==> config.mk <==
export PLATFORM = sky130hd
export DESIGN_NAME = wr_resp_scheduler
export DESIGN_NICKNAME = d
export VERILOG_FILES = /design/src/rtl/wr_resp_scheduler.sv
export SDC_FILE = /design/constraint.sdc
export NUM_CORES = 1
export LEC_CHECK = 0
export CORE_ASPECT_RATIO = 1.75
export CORE_MARGIN = 3
export CORE_UTILIZATION = 39
export DETAILED_ROUTE_END_ITERATION = 7
export PLACE_DENSITY = 0.69
export SLEW_MARGIN = 0
export SYNTH_ARGS = -nofsm -noshare
export SYNTH_HDL_FRONTEND = slang
export SYNTH_SLANG_ARGS = --single-unit
export TNS_END_PERCENT = 50
==> constraint.sdc <==
create_clock -name clk -period 6.9 [get_ports clk]
set_clock_uncertainty 0.1 [all_clocks]
set_input_delay 1.035 -clock clk [delete_from_list [all_inputs] [get_ports clk]]
set_output_delay 1.035 -clock clk [all_outputs]
set_load 0.05 [all_outputs]
==> src/rtl/wr_resp_scheduler.sv <==
// Write-response scheduler: round-robin arbitration of completion sources into
// per-direction in-order response FIFOs; non-writes are accepted and dropped.
`ifndef CMD_WRITE
`define CMD_WRITE 4'h2
`endif

package vector_cache_pkg;
  typedef struct packed {
    logic [2:0] direction_id;
    logic [7:0] tag;
  } txnid_t;

  typedef struct packed {
    logic [3:0] cmd_opcode;
    txnid_t     cmd_txnid;
    logic [7:0] cmd_sideband;
  } input_req_pld_t;

  typedef struct packed {
    txnid_t     txnid;
    logic [7:0] sideband;
  } wr_resp_pld_t;
endpackage

module wr_resp_scheduler
  import vector_cache_pkg::*;
#(
  parameter int WIDTH = 4,
  parameter int NSRC  = 2,
  parameter int DEPTH = 4
) (
  input  logic                                     clk,
  input  logic                                     rst_n,
  input  logic [NSRC-1:0]                          v_src_vld,
  input  input_req_pld_t [NSRC-1:0]                v_src_pld,
  output logic [NSRC-1:0]                          v_src_rdy,
  output logic [WIDTH-1:0]                         v_wresp_vld,
  output wr_resp_pld_t [WIDTH-1:0]                 v_wresp_pld,
  input  logic [WIDTH-1:0]                         v_wresp_rdy,
  output logic [WIDTH-1:0][$clog2(DEPTH+1)-1:0]    v_fifo_cnt,
  output logic                                     busy
);

  localparam int CW = $clog2(DEPTH + 1);
  localparam int PW = $clog2(DEPTH);
  localparam int SW = (NSRC > 1) ? $clog2(NSRC) : 1;

  logic [CW-1:0]  cnt_r    [WIDTH];
  logic [PW-1:0]  wr_ptr_r [WIDTH];
  logic [PW-1:0]  rd_ptr_r [WIDTH];
  wr_resp_pld_t   mem_r    [WIDTH][DEPTH];
  logic [SW-1:0]  rr_ptr_r;

  logic [WIDTH-1:0] full_s;
  logic [NSRC-1:0]  is_wr_s;
  logic [NSRC-1:0]  dir_full_s;
  logic [NSRC-1:0]  elig_s;
  logic [NSRC-1:0]  gnt_s;
  logic             gnt_any_s;
  logic [SW-1:0]    gnt_idx_s;
  logic [SW-1:0]    rr_nxt_s;
  logic [WIDTH-1:0] push_s;
  logic [WIDTH-1:0] pop_s;
  wr_resp_pld_t     push_pld_s;

  // Full flags come from the registered count, so a same-cycle pop never frees a slot.
  always_comb begin
    full_s = '0;
    for (int d = 0; d < WIDTH; d++) begin
      full_s[d] = (cnt_r[d] == CW'(DEPTH));
    end
  end

  // Classify each source; out-of-range directions behave like non-writes.
  always_comb begin
    is_wr_s    = '0;
    dir_full_s = '0;
    elig_s     = '0;
    for (int s = 0; s < NSRC; s++) begin
      is_wr_s[s] = (v_src_pld[s].cmd_opcode == `CMD_WRITE) &&
                   (int'(v_src_pld[s].cmd_txnid.direction_id) < WIDTH);
      for (int d = 0; d < WIDTH; d++) begin
        dir_full_s[s] = dir_full_s[s] |
                        ((int'(v_src_pld[s].cmd_txnid.direction_id) == d) && full_s[d]);
      end
      elig_s[s] = v_src_vld[s] && !(is_wr_s[s] && dir_full_s[s]);
    end
  end

  // Round-robin pick: first eligible source at or after rr_ptr_r.
  always_comb begin
    gnt_any_s = 1'b0;
    gnt_idx_s = '0;
    for (int k = 0; k < NSRC; k++) begin
      for (int s = 0; s < NSRC; s++) begin
        if (!gnt_any_s && elig_s[s] && (((int'(rr_ptr_r) + k) % NSRC) == s)) begin
          gnt_any_s = 1'b1;
          gnt_idx_s = SW'(s);
        end else begin
          gnt_any_s = gnt_any_s;
        end
      end
    end
    if (gnt_any_s) begin
      rr_nxt_s = SW'((int'(gnt_idx_s) + 1) % NSRC);
    end else begin
      rr_nxt_s = rr_ptr_r;
    end
  end

  // Decode the grant into the handshake, the FIFO push strobes and the push payload.
  always_comb begin
    gnt_s      = '0;
    push_s     = '0;
    push_pld_s = '0;
    for (int s = 0; s < NSRC; s++) begin
      gnt_s[s] = gnt_any_s && (int'(gnt_idx_s) == s);
      if (gnt_s[s]) begin
        push_pld_s.txnid    = v_src_pld[s].cmd_txnid;
        push_pld_s.sideband = v_src_pld[s].cmd_sideband;
      end else begin
        push_pld_s = push_pld_s;
      end
      for (int d = 0; d < WIDTH; d++) begin
        push_s[d] = push_s[d] |
                    (gnt_s[s] && is_wr_s[s] &&
                     (int'(v_src_pld[s].cmd_txnid.direction_id) == d));
      end
    end
    for (int d = 0; d < WIDTH; d++) begin
      pop_s[d] = (cnt_r[d] != CW'(0)) && v_wresp_rdy[d];
    end
    v_src_rdy = gnt_s & {NSRC{rst_n}};
  end

  // Pointer, count and arbitration state.
  always_ff @(posedge clk or negedge rst_n) begin
    if (!rst_n) begin
      rr_ptr_r <= '0;
      for (int d = 0; d < WIDTH; d++) begin
        cnt_r[d]    <= '0;
        wr_ptr_r[d] <= '0;
        rd_ptr_r[d] <= '0;
      end
    end else begin
      rr_ptr_r <= rr_nxt_s;
      for (int d = 0; d < WIDTH; d++) begin
        if (push_s[d]) wr_ptr_r[d] <= wr_ptr_r[d] + PW'(1);
        if (pop_s[d])  rd_ptr_r[d] <= rd_ptr_r[d] + PW'(1);
        case ({push_s[d], pop_s[d]})
          2'b10:   cnt_r[d] <= cnt_r[d] + CW'(1);
          2'b01:   cnt_r[d] <= cnt_r[d] - CW'(1);
          default: cnt_r[d] <= cnt_r[d];
        endcase
      end
    end
  end

  // FIFO storage is deliberately not reset; valid gates its visibility.
  always_ff @(posedge clk) begin
    for (int d = 0; d < WIDTH; d++) begin
      if (push_s[d]) mem_r[d][wr_ptr_r[d]] <= push_pld_s;
    end
  end

  // Response outputs are driven straight from registered state.
  always_comb begin
    for (int d = 0; d < WIDTH; d++) begin
      v_wresp_vld[d] = (cnt_r[d] != CW'(0));
      v_wresp_pld[d] = mem_r[d][rd_ptr_r[d]];
      v_fifo_cnt[d]  = cnt_r[d];
    end
    busy = |v_wresp_vld;
  end

endmodule

==> flow_summary_export.csv, run 1 <==
group,metric,value,unit
route,wl_per_instance,22.1,microns
clock_tree,depth_of_the_cts_h_tree,1,
worst_hold_path,worstHoldEndpoint,"v_fifo_cnt[8]",
logic_synthesis,synth_cells,609,
clock_tree,ctsResizeCount,0,
logic_synthesis,average_instance_area_after_synthesis,21.4,sq um
logic_synthesis,synth_sequential_area_ratio,75.5,%
floorplanning,starting_density_of_the_core,39.5,%
power_and_ir_drop,peakVddDrop,0.303,mV
clock_tree,cts-buffers-inserted,29,
worst_hold_path,min-delay-path-class,"reg2reg",
cells_and_area,nets,858,
logic_synthesis,synth_common_cells,"304 x sky130_fd_sc_hd__edfxtp_1, 76 x sky130_fd_sc_hd__mux4_2, 29 x sky130_fd_sc_hd__dfrtp_1",
floorplanning,die-area,35800,sq um
timing,post-route-period-util,76.4,%
cells_and_area,final_core_util,48.7,%
floorplanning,floorplan.io_pins,149,
logic_synthesis,synth.cell_area,13100,sq um
worst_hold_path,timing.hold.worst.start,"v_fifo_cnt[8]",
timing,grt_setup_unrepaired,"no",
grt,grt_antenna_before_repair,0,
grt,grt_first_pass_wirelength,40100,microns
timing,pin_slew_with_the_least_headroom_to_its_limit,1.08,ns
timing,final_max_slew_viol_count,0,
job,timing.max_cap.violations,0,
clock_tree,post_cts_buffers,0,
clock_tree,cts.sink_count,333,
floorplanning,die_x,144,microns
logic_synthesis,leading_area_contributor_after_synthesis,"sky130_fd_sc_hd__edfxtp_1",
route,number_of_remaining_drc_errors,0,
clock_tree,cts_tree,"done",
placement,detailedPlacementHpwl,18000,microns
logic_synthesis,ys_ff_latch,333,
worst_setup_path,crit_path_start_kind,"input port",
clock_tree,clk_root_buffer_cell,"sky130_fd_sc_hd__clkbuf_16",
logic_synthesis,yosys.cell_types.count,42,
outcome,run_status,"finished clean",
route,wl,26700,microns
route,drt_first_iter_violations,365,
timing,setup_viol,0,
logic_synthesis,synth_most_common_cell,"sky130_fd_sc_hd__edfxtp_1",
power_and_ir_drop,power_density,422,nW/um^2
worst_setup_path,end_kind,"output pin",
logic_synthesis,async_flop_share,8.71,%
grt,overflow,0,
logic_synthesis,post-synth-top-area-fraction,69.9,%
floorplanning,placementRows,88,
timing,max_freq,190,MHz
worst_setup_path,cp.required,5.76,ns
clock_tree,cts_clk_pin_slew_worst_paths,0.06,ns
worst_setup_path,worstSetupPathType,"in2out",
grt,overall_routing_resource_usage,15.0,%
clock_tree,clkLatencyLatePin,0.56,ns
logic_synthesis,yosys_warns,0,
logic_synthesis,mappedNetlistNets,687,
cells_and_area,fillerInstances,2684,
route,final_antenna_net_count,0,
worst_setup_path,r2r_end,"mem_r[2][44]",
worst_setup_path,r2r_start,"v_fifo_cnt[6]",
logic_synthesis,ys.flop_type,"sky130_fd_sc_hd__edfxtp_1",
timing,postLayoutSetupSlackWorst,1.63,ns
floorplanning,chip_height,248,microns
clock_tree,postCtsHoldBufs,0,
worst_setup_path,reg2reg_depth,6,
worst_setup_path,worst-r2r-setup-slack,3.43,ns
worst_setup_path,critPathArrivalTime,4.13,ns
cells_and_area,final_layout_size_suffix_gt1_share,18.1,%
timing,finalHoldViolCount,0,
placement,i_o_buffers,148,
timing,setup_tns,0,ns
route,vias,6238,
grt,grt_start_max_net_pins,32,
cells_and_area,antenna_fix_cells,0,
grt,first_global_vias,6638,
placement,globalplace.congestion,0.781,
route,avgViaCountPerCell,5.16,
logic_synthesis,synth-edff-count,304,
worst_hold_path,whs_path_depth,1,
route,drt-pass1-iter-count,4,
placement,detailedPlace.worstSlack,1.64,ns
cells_and_area,area_growth_syn_to_layout,23.2,%
power_and_ir_drop,power.static_leakage,5.38,nW
floorplanning,coreArea,33000,sq um
clock_tree,cts.path.max_buffers,3,
logic_synthesis,ys_top_cells_by_area,"sky130_fd_sc_hd__edfxtp_1 70%, sky130_fd_sc_hd__mux4_2 13%, sky130_fd_sc_hd__dfrtp_1 5.6%, sky130_fd_sc_hd__ha_1 1.9%, sky130_fd_sc_hd__a22o_1 1.2%",
timing,post-route-min-period,5.27,ns
worst_setup_path,crit_fanout,19,
timing,maxSlewHeadroom,28.0,%
[cell families after synthesis]
kind of cell             synth area share, %
AND/OR/NAND/NOR                         2.79
multiplexers                            13.7
AO/OA/AOI/OAI                           2.47
flip-flops                              75.5
XOR/XNOR                                1.61
adder cells (fa/ha/maj)                 2.53
buffers and inverters                   1.37
[area by class of cell]
cell class	count	area, sq um	area share [%]
clock buffer	30	729	4.54
clock inverter	24	295	1.84
inverter	26	97.6	0.607
multi-input combinational	229	3020	18.8
sequential	333	9850	61.3
tap	405	507	3.15
timing repair buffer	161	1570	9.79
[critical path, stage by stage]
cell	delay [ns]
sky130_fd_sc_hd__clkdlybuf4s50_1	0.51
sky130_fd_sc_hd__nor2b_1	0.18
sky130_fd_sc_hd__a32o_1	0.27
sky130_fd_sc_hd__o21ai_0	0.33
sky130_fd_sc_hd__and3_1	0.76
sky130_fd_sc_hd__and2_1	0.23
sky130_fd_sc_hd__clkdlybuf4s50_1	0.80
[worst max path at each step]
| stage | from | endpoint | slack [ns] | cells after the start |
|---|---|---|---|---|
| 2_1_floorplan | v_src_pld[40] | v_src_rdy[1] | 2.96 | 8 |
| 3_3_place_gp | v_src_pld[39] | v_src_rdy[1] | 1.66 | 7 |
| 3_5_place_dp | v_src_pld[39] | v_src_rdy[1] | 1.64 | 7 |
| 4_1_cts | v_src_pld[39] | v_src_rdy[1] | 1.63 | 7 |
| 5_1_grt | v_src_pld[39] | v_src_rdy[1] | 1.42 | 7 |
| 6_report | v_src_pld[39] | v_src_rdy[1] | 1.63 | 7 |
[routing by layer]
metal | up-vias | track usage (%) | routed length, microns
met1 | 3199 | 17.5 | 9430
li1 | 2810 | - | -
met2 | 197 | 27.9 | 15000
met4 | 0 | 4.09 | 528
met3 | 32 | 2.77 | 1800
met5 | - | 0 | 0
[stage by stage]
| step | power (W) | cells | hold WS [ns] | area [sq um] |
|---|---|---|---|---|
| finish | 0.00678 | 1208 | 0.409 | 16100 |
| global route | 0.00704 | 1208 | 0.424 | 16100 |
| CTS | 0.00688 | 1208 | 0.414 | 16100 |
| detailed placement | 0.00516 | 1154 | 0.396 | 15100 |
| global placement | 0.00514 | 1154 | 0.395 | 15100 |
| floorplan | 0.00429 | 609 | 0.398 | 13100 |
[cell usage in the layout (no fill, tap or decap), types with 3 or more instances in the layout]
cell type	synthesis	final
sky130_fd_sc_hd__mux2i_1	3	3
sky130_fd_sc_hd__edfxtp_1	304	304
sky130_fd_sc_hd__fa_1	4	4
sky130_fd_sc_hd__a22o_1	18	18
sky130_fd_sc_hd__clkinv_2	0	5
sky130_fd_sc_hd__clkinv_1	0	5
sky130_fd_sc_hd__xor2_1	12	12
sky130_fd_sc_hd__xnor2_1	12	12
sky130_fd_sc_hd__nor2_1	10	10
sky130_fd_sc_hd__bufinv_16	0	6
sky130_fd_sc_hd__inv_1	26	26
sky130_fd_sc_hd__nor2b_1	10	10
sky130_fd_sc_hd__clkdlybuf4s50_1	0	147
sky130_fd_sc_hd__ha_1	20	20
sky130_fd_sc_hd__mux4_2	76	76
sky130_fd_sc_hd__nor3b_1	6	6
sky130_fd_sc_hd__clkbuf_16	0	29
sky130_fd_sc_hd__nand2_1	7	7
sky130_fd_sc_hd__a32o_1	5	5
sky130_fd_sc_hd__or3_1	5	5
sky130_fd_sc_hd__buf_4	0	13
sky130_fd_sc_hd__and2_1	15	15
sky130_fd_sc_hd__dfrtp_1	29	29
sky130_fd_sc_hd__clkinvlp_4	0	3
[state kept, by name, summed over array words and instances, names as in the netlist]
signal / cells
mem_r: 304
v_fifo_cnt: 12
rd_ptr_r: 8
wr_ptr_r: 8
rr_ptr_r: 1
[where the power goes]
part	internal (W)	leakage [nW]	switching (W)
registers	0.00231	3.10	0.000191
logic	0.000992	1.78	0.00157
clock network	0.00100	0.496	0.000712
total	0.00430	5.38	0.00248
No activity file was read; power rests on OpenSTA's default activity.
==> run 2, diff against run 1 <==
--- a/config.mk
+++ b/config.mk
@@ -9,7 +9,7 @@
 export CORE_MARGIN = 3
 export CORE_UTILIZATION = 39
 export DETAILED_ROUTE_END_ITERATION = 7
-export PLACE_DENSITY = 0.69
+export PLACE_DENSITY = 0.71
 export SLEW_MARGIN = 0
 export SYNTH_ARGS = -nofsm -noshare
 export SYNTH_HDL_FRONTEND = slang
==> constraint.sdc (replaced) <==
create_clock -name clk -period 4.5 [get_ports clk]
set_clock_uncertainty 0.1 [all_clocks]
set_input_delay 0.675 -clock clk [delete_from_list [all_inputs] [get_ports clk]]
set_output_delay 0.675 -clock clk [all_outputs]
set_load 0.05 [all_outputs]
==> run 2 against run 1 <==
Effect of this change:
- combinational power is 53% higher
- largest power group unchanged
- first-iteration DRC count is 3.3% lower
- highest routed layer is now met5
- cell area up 0.58%
==> flow_summary_export.csv, run 2 (synthesis results as in run 1) <==
group,metric,value,unit
route,avgViaCountPerCell,5.19,
floorplanning,floorplan.io_pins,149,
clock_tree,cts.path.max_buffers,3,
clock_tree,clkLatencyLatePin,0.56,ns
cells_and_area,mostFrequentLayoutCell,"sky130_fd_sc_hd__edfxtp_1",
power_and_ir_drop,power.static_leakage,5.45,nW
grt,groute.layer.met2.usage,28.9,%
grt,grt_antenna_before_repair,1,
grt,grt_start_max_net_pins,32,
timing,post-route-min-period,3.86,ns
clock_tree,postCtsHoldBufs,0,
power_and_ir_drop,switchingPower,0.00381,W
timing,postLayoutSetupSlackWorst,0.637,ns
cells_and_area,multi_input_area,3020,sq um
timing,pin_slew_with_the_least_headroom_to_its_limit,0.980,ns
cells_and_area,seq_area,9850,sq um
floorplanning,placementRows,88,
worst_setup_path,worstSetupPathType,"in2out",
power_and_ir_drop,power_density,643,nW/um^2
worst_setup_path,cp.required,3.72,ns
worst_hold_path,min-delay-path-class,"in2async",
route,wl_per_instance,22.5,microns
route,wl,27400,microns
worst_setup_path,end_kind,"output pin",
grt,global_route.usage.met1,18.6,%
power_and_ir_drop,power.share.switching,36.7,%
floorplanning,starting_density_of_the_core,39.5,%
grt,gr-max-usage-layer,"met2",
cells_and_area,area_growth_syn_to_layout,23.9,%
cells_and_area,antenna_fix_cells,0,
timing,setup_tns,0,ns
placement,placed_cell_area,15200,sq um
grt,overflow,0,
worst_setup_path,crit_path_start_kind,"input port",
power_and_ir_drop,seq_power_share,37.2,%
cells_and_area,fillerInstances,2733,
floorplanning,die-area,35800,sq um
grt,met3_use_gr,2.07,%
power_and_ir_drop,power.share.clock,25.0,%
route,drt-pass1-iter-count,4,
clock_tree,cts-buffers-inserted,30,
clock_tree,cts_clk_pin_slew_worst_paths,0.07,ns
route,drt_first_iter_violations,353,
route,number_of_remaining_drc_errors,0,
cells_and_area,final_layout_size_suffix_gt1_share,19.2,%
placement,i_o_buffers,148,
timing,setup_viol,0,
timing,maxSlewHeadroom,34.7,%
power_and_ir_drop,share_comb_of_total_power,37.8,%
timing,final_max_slew_viol_count,0,
grt,overall_routing_resource_usage,15.4,%
floorplanning,die_x,144,microns
power_and_ir_drop,power.internal,0.00659,W
timing,grt_setup_unrepaired,"no",
timing,max_freq,259,MHz
power_and_ir_drop,peakVddDrop,0.397,mV
route,vias,6335,
clock_tree,clk_root_buffer_cell,"sky130_fd_sc_hd__clkbuf_16",
cells_and_area,layout.cells.most_common_list,"304 x sky130_fd_sc_hd__edfxtp_1, 145 x sky130_fd_sc_hd__clkdlybuf4s50_1, 76 x sky130_fd_sc_hd__mux4_2, 31 x sky130_fd_sc_hd__clkbuf_16, 29 x sky130_fd_sc_hd__dfrtp_1",
outcome,run_status,"finished clean",
clock_tree,ctsResizeCount,0,
clock_tree,depth_of_the_cts_h_tree,1,
grt,first_global_vias,6631,
job,timing.max_cap.violations,0,
timing,post-route-period-util,85.9,%
cells_and_area,cell_area_after_layout,16200,sq um
clock_tree,post_cts_buffers,0,
clock_tree,cts_tree,"done",
worst_setup_path,crit_fanout,18,
cells_and_area,largest_register_ffs,304,
placement,globalplace.congestion,0.802,
floorplanning,chip_height,248,microns
placement,detailedPlacementHpwl,18400,microns
placement,detailedPlace.worstSlack,0.424,ns
cells_and_area,nets,870,
worst_setup_path,critPathArrivalTime,3.09,ns
timing,finalHoldViolCount,0,
power_and_ir_drop,report.power.total,0.0104,W
clock_tree,cts.sink_count,333,
floorplanning,coreArea,33000,sq um
route,final_antenna_net_count,0,
grt,grt_first_pass_wirelength,41100,microns
==> run 2: cell count changes in the layout (fill, tap and decap cells not counted), moves of 2 or more <==
cell and delta:
sky130_fd_sc_hd__bufinv_16 -2, sky130_fd_sc_hd__clkinv_2 +2, sky130_fd_sc_hd__clkbuf_16 +2, sky130_fd_sc_hd__clkbuf_8 +2
sky130_fd_sc_hd__buf_12 +2, sky130_fd_sc_hd__clkdlybuf4s50_1 -2, sky130_fd_sc_hd__buf_4 +11, sky130_fd_sc_hd__inv_8 -2
sky130_fd_sc_hd__clkbuf_1 +2
==> run 2: per-layer routing <==
layer | share of wire [%] | up-vias | wire [microns]
met4 | 1.6 | 2 | 439
li1 | - | 2831 | -
met2 | 56 | 207 | 15400
met3 | 5.4 | 30 | 1490
met1 | 37 | 3265 | 10100
met5 | 0.047 | - | 13
==> run 2: area by class of cell <==
type / instances / area share, %
well taps: 405 / 3.13
clock inverters: 20 / 1.25
flip-flops and latches: 333 / 60.9
inverters: 26 / 0.603
clock buffers: 36 / 5.04
repair buffers: 172 / 10.4
multi-input cells: 229 / 18.7
==> run 2: worst paths after layout <==
check                                    from            end  slack, ns  cells after the start
min in group clk                v_fifo_cnt[5]  v_fifo_cnt[5]       0.41                      1
worst max-delay path            v_src_pld[41]   v_src_rdy[0]       0.64                      8
worst max register to register  v_fifo_cnt[8]  v_fifo_cnt[2]       1.20                     11
worst min-delay path                    rst_n  v_fifo_cnt[0]       0.09                      1
worst min register to register  v_fifo_cnt[5]  v_fifo_cnt[5]       0.41                      1
max in group asynchronous               rst_n    rd_ptr_r[3]       3.71                      1
==> run 2: power by group through the flow <==
stage / Combinational (W) / Sequential [W] / Clock [W]
2_1_floorplan: 0.00269 / 0.00389 / 0
3_3_place_gp: 0.00396 / 0.00394 / 0
3_5_place_dp: 0.00400 / 0.00395 / 0
4_1_cts: 0.00401 / 0.00388 / 0.00266
5_1_grt: 0.00413 / 0.00392 / 0.00277
6_report: 0.00393 / 0.00387 / 0.00260
==> run 2: worst max-delay path, cell delays in order <==
cell	delay, ns
sky130_fd_sc_hd__clkdlybuf4s50_1	0.52
sky130_fd_sc_hd__nor4_1	0.42
sky130_fd_sc_hd__o21ai_0	0.29
sky130_fd_sc_hd__and3_1	0.27
sky130_fd_sc_hd__nor2_1	0.23
sky130_fd_sc_hd__buf_4	0.31
sky130_fd_sc_hd__and2_1	0.21
sky130_fd_sc_hd__buf_12	0.15
==> run 2: through the flow <==
step	instances	utilization (%)	hold slack [ns]
final	1221	49.0	0.0892
after global routing	1221	49.0	0.136
after CTS	1221	49.0	0.102
after detailed placement	1165	45.9	0.403
after global placement	1165	45.9	0.401
after floorplan	609	-	0.279
==> run 3, diff against run 2 <==
--- a/config.mk
+++ b/config.mk
@@ -6,7 +6,7 @@
 export NUM_CORES = 1
 export LEC_CHECK = 0
 export CORE_ASPECT_RATIO = 1.75
-export CORE_MARGIN = 3
+export CORE_MARGIN = 8
 export CORE_UTILIZATION = 39
 export DETAILED_ROUTE_END_ITERATION = 7
 export PLACE_DENSITY = 0.71
==> run 3 against run 2 <==
Effect of this change:
- die area up 11%
- cell area down 0.31%
- combinational power up 2%
- flip-flop and latch count unchanged
- clock power down 5%
- register-to-register slack about the same
- maximum frequency down 3.0%
- final cell count down 0.25%
- setup slack worse by 0.12 ns
- global-route usage down 1.2 points
==> flow_summary_export.csv, run 3 (synthesis results as in run 1) <==
group,metric,value,unit
outcome,run_status,"finished clean",
cells_and_area,mostFrequentLayoutCell,"sky130_fd_sc_hd__edfxtp_1",
job,timing.max_cap.violations,0,
power_and_ir_drop,peakVddDrop,0.408,mV
floorplanning,chip_height,258,microns
clock_tree,cts.path.max_buffers,3,
route,routed-wl-met3,1790,microns
floorplanning,starting_density_of_the_core,39.5,%
timing,pin_slew_with_the_least_headroom_to_its_limit,1.01,ns
worst_setup_path,crit_fanout,9,
timing,post-route-min-period,3.98,ns
route,drt-met1-wl,10200,microns
route,dr_wl_met2,15700,microns
cells_and_area,nets,870,
worst_setup_path,worst-r2r-setup-slack,1.20,ns
placement,detailedPlacementHpwl,19000,microns
worst_hold_path,min-delay-path-class,"in2async",
grt,grt_start_max_net_pins,32,
floorplanning,coreArea,33000,sq um
placement,globalplace.congestion,0.813,
timing,final_max_slew_viol_count,0,
grt,overall_routing_resource_usage,14.2,%
route,drt-pass1-iter-count,5,
clock_tree,cts.sink_count,333,
worst_setup_path,end_kind,"output pin",
clock_tree,cts_tree,"done",
cells_and_area,layout.cells.most_common_list,"304 x sky130_fd_sc_hd__edfxtp_1, 145 x sky130_fd_sc_hd__clkdlybuf4s50_1, 76 x sky130_fd_sc_hd__mux4_2, 29 x sky130_fd_sc_hd__clkbuf_16, 29 x sky130_fd_sc_hd__dfrtp_1",
cells_and_area,final_layout_size_suffix_gt1_share,19.1,%
floorplanning,die-area,39800,sq um
worst_setup_path,cp_slowest_stage_delay,0.52,ns
route,vias,6398,
placement,detailedPlace.worstSlack,0.474,ns
worst_setup_path,cp.required,3.72,ns
grt,grt_first_pass_wirelength,42600,microns
worst_setup_path,crit_path_start_kind,"input port",
route,wl,28300,microns
worst_setup_path,r2r_end,"mem_r[0][8]",
placement,i_o_buffers,148,
power_and_ir_drop,power_density,638,nW/um^2
worst_setup_path,worstSetupPathType,"in2out",
grt,grt_antenna_before_repair,0,
placement,placed_cell_area,15200,sq um
cells_and_area,largest_register_ffs,304,
timing,maxSlewHeadroom,32.7,%
timing,max_freq,251,MHz
clock_tree,clk_root_buffer_cell,"sky130_fd_sc_hd__clkbuf_16",
clock_tree,cts-buffers-inserted,29,
grt,overflow,0,
route,final_antenna_net_count,0,
clock_tree,ctsResizeCount,0,
timing,grt_setup_unrepaired,"no",
cells_and_area,area_growth_syn_to_layout,23.5,%
worst_setup_path,number_of_buffer_and_inverter_instances_along_the_worst_setup_path,3,
clock_tree,postCtsHoldBufs,0,
route,wl_per_instance,23.2,microns
worst_setup_path,crit_path_slowest_cell,"sky130_fd_sc_hd__clkdlybuf4s50_1",
worst_setup_path,reg2reg_depth,7,
worst_setup_path,worst_path_dominant_cell_family,"simple AND/OR/NAND/NOR gates",
route,dr.max_layer_used,"met4",
clock_tree,cts_clk_pin_slew_worst_paths,0.07,ns
worst_setup_path,critPathArrivalTime,3.21,ns
power_and_ir_drop,power.static_leakage,5.43,nW
route,number_of_remaining_drc_errors,0,
clock_tree,post_cts_buffers,0,
timing,hold-worst-slack,0.0452,ns
timing,postLayoutSetupSlackWorst,0.519,ns
floorplanning,placementRows,88,
timing,setup_tns,0,ns
floorplanning,die_x,154,microns
timing,finalHoldViolCount,0,
route,avgViaCountPerCell,5.25,
clock_tree,clkLatencyLatePin,0.55,ns
worst_setup_path,r2r_start,"v_fifo_cnt[9]",
cells_and_area,antenna_fix_cells,0,
cells_and_area,cell_area_after_layout,16100,sq um
timing,post-route-period-util,88.5,%
route,drt_first_iter_violations,478,
floorplanning,floorplan.io_pins,149,
timing,setup_viol,0,
worst_setup_path,path_cells,"clkdlybuf4s50_1, nor4_1, o21ai_0, and3_1, nor2_1, buf_4, and2_1, buf_12",
grt,first_global_vias,6807,
clock_tree,depth_of_the_cts_h_tree,1,
==> run 3: worst max-delay path by stage <==
stage / cells after the start / start / to
global placement: 8 / v_src_pld[41] / v_src_rdy[0]
detailed placement: 12 / v_src_pld[39] / v_fifo_cnt[11]
global route: 8 / v_src_pld[41] / v_src_rdy[0]
CTS: 8 / v_src_pld[41] / v_src_rdy[0]
floorplan: 6 / v_fifo_cnt[8] / mem_r[3][0]
finish: 8 / v_src_pld[41] / v_src_rdy[0]
==> run 3: stage by stage <==
| step | util [%] | total power [W] | std cells |
|---|---|---|---|
| 6_report | 48.8 | 0.0103 | 1218 |
| 5_1_grt | 48.8 | 0.0107 | 1218 |
| 4_1_cts | 48.8 | 0.0104 | 1218 |
| 3_5_place_dp | 45.9 | 0.00796 | 1166 |
| 3_3_place_gp | 45.9 | 0.00792 | 1166 |
| 2_1_floorplan | - | 0.00658 | 609 |
==> run 3: area by class of cell <==
type,instances,area [sq um]
Inverter,26,97.6
Tap cell,405,507
Clock buffer,37,796
Multi-Input combinational cell,229,3020
Sequential cell,333,9850
Fill cell,2703,16900
Timing Repair Buffer,173,1680
Clock inverter,15,163
==> run 3: layer usage <==
layer  GRT usage (%)  up-vias
met4            4.24        0
met1            15.8     3321
met5               0        -
met2            26.9      209
met3            2.59       36
li1                -     2832
==> run 3: where the power goes <==
group | internal, W | leakage (nW) | switching, W
Sequential | 0.00354 | 3.10 | 0.000266
Clock | 0.00142 | 0.468 | 0.00106
Combinational | 0.00153 | 1.85 | 0.00247
Total | 0.00649 | 5.43 | 0.00379
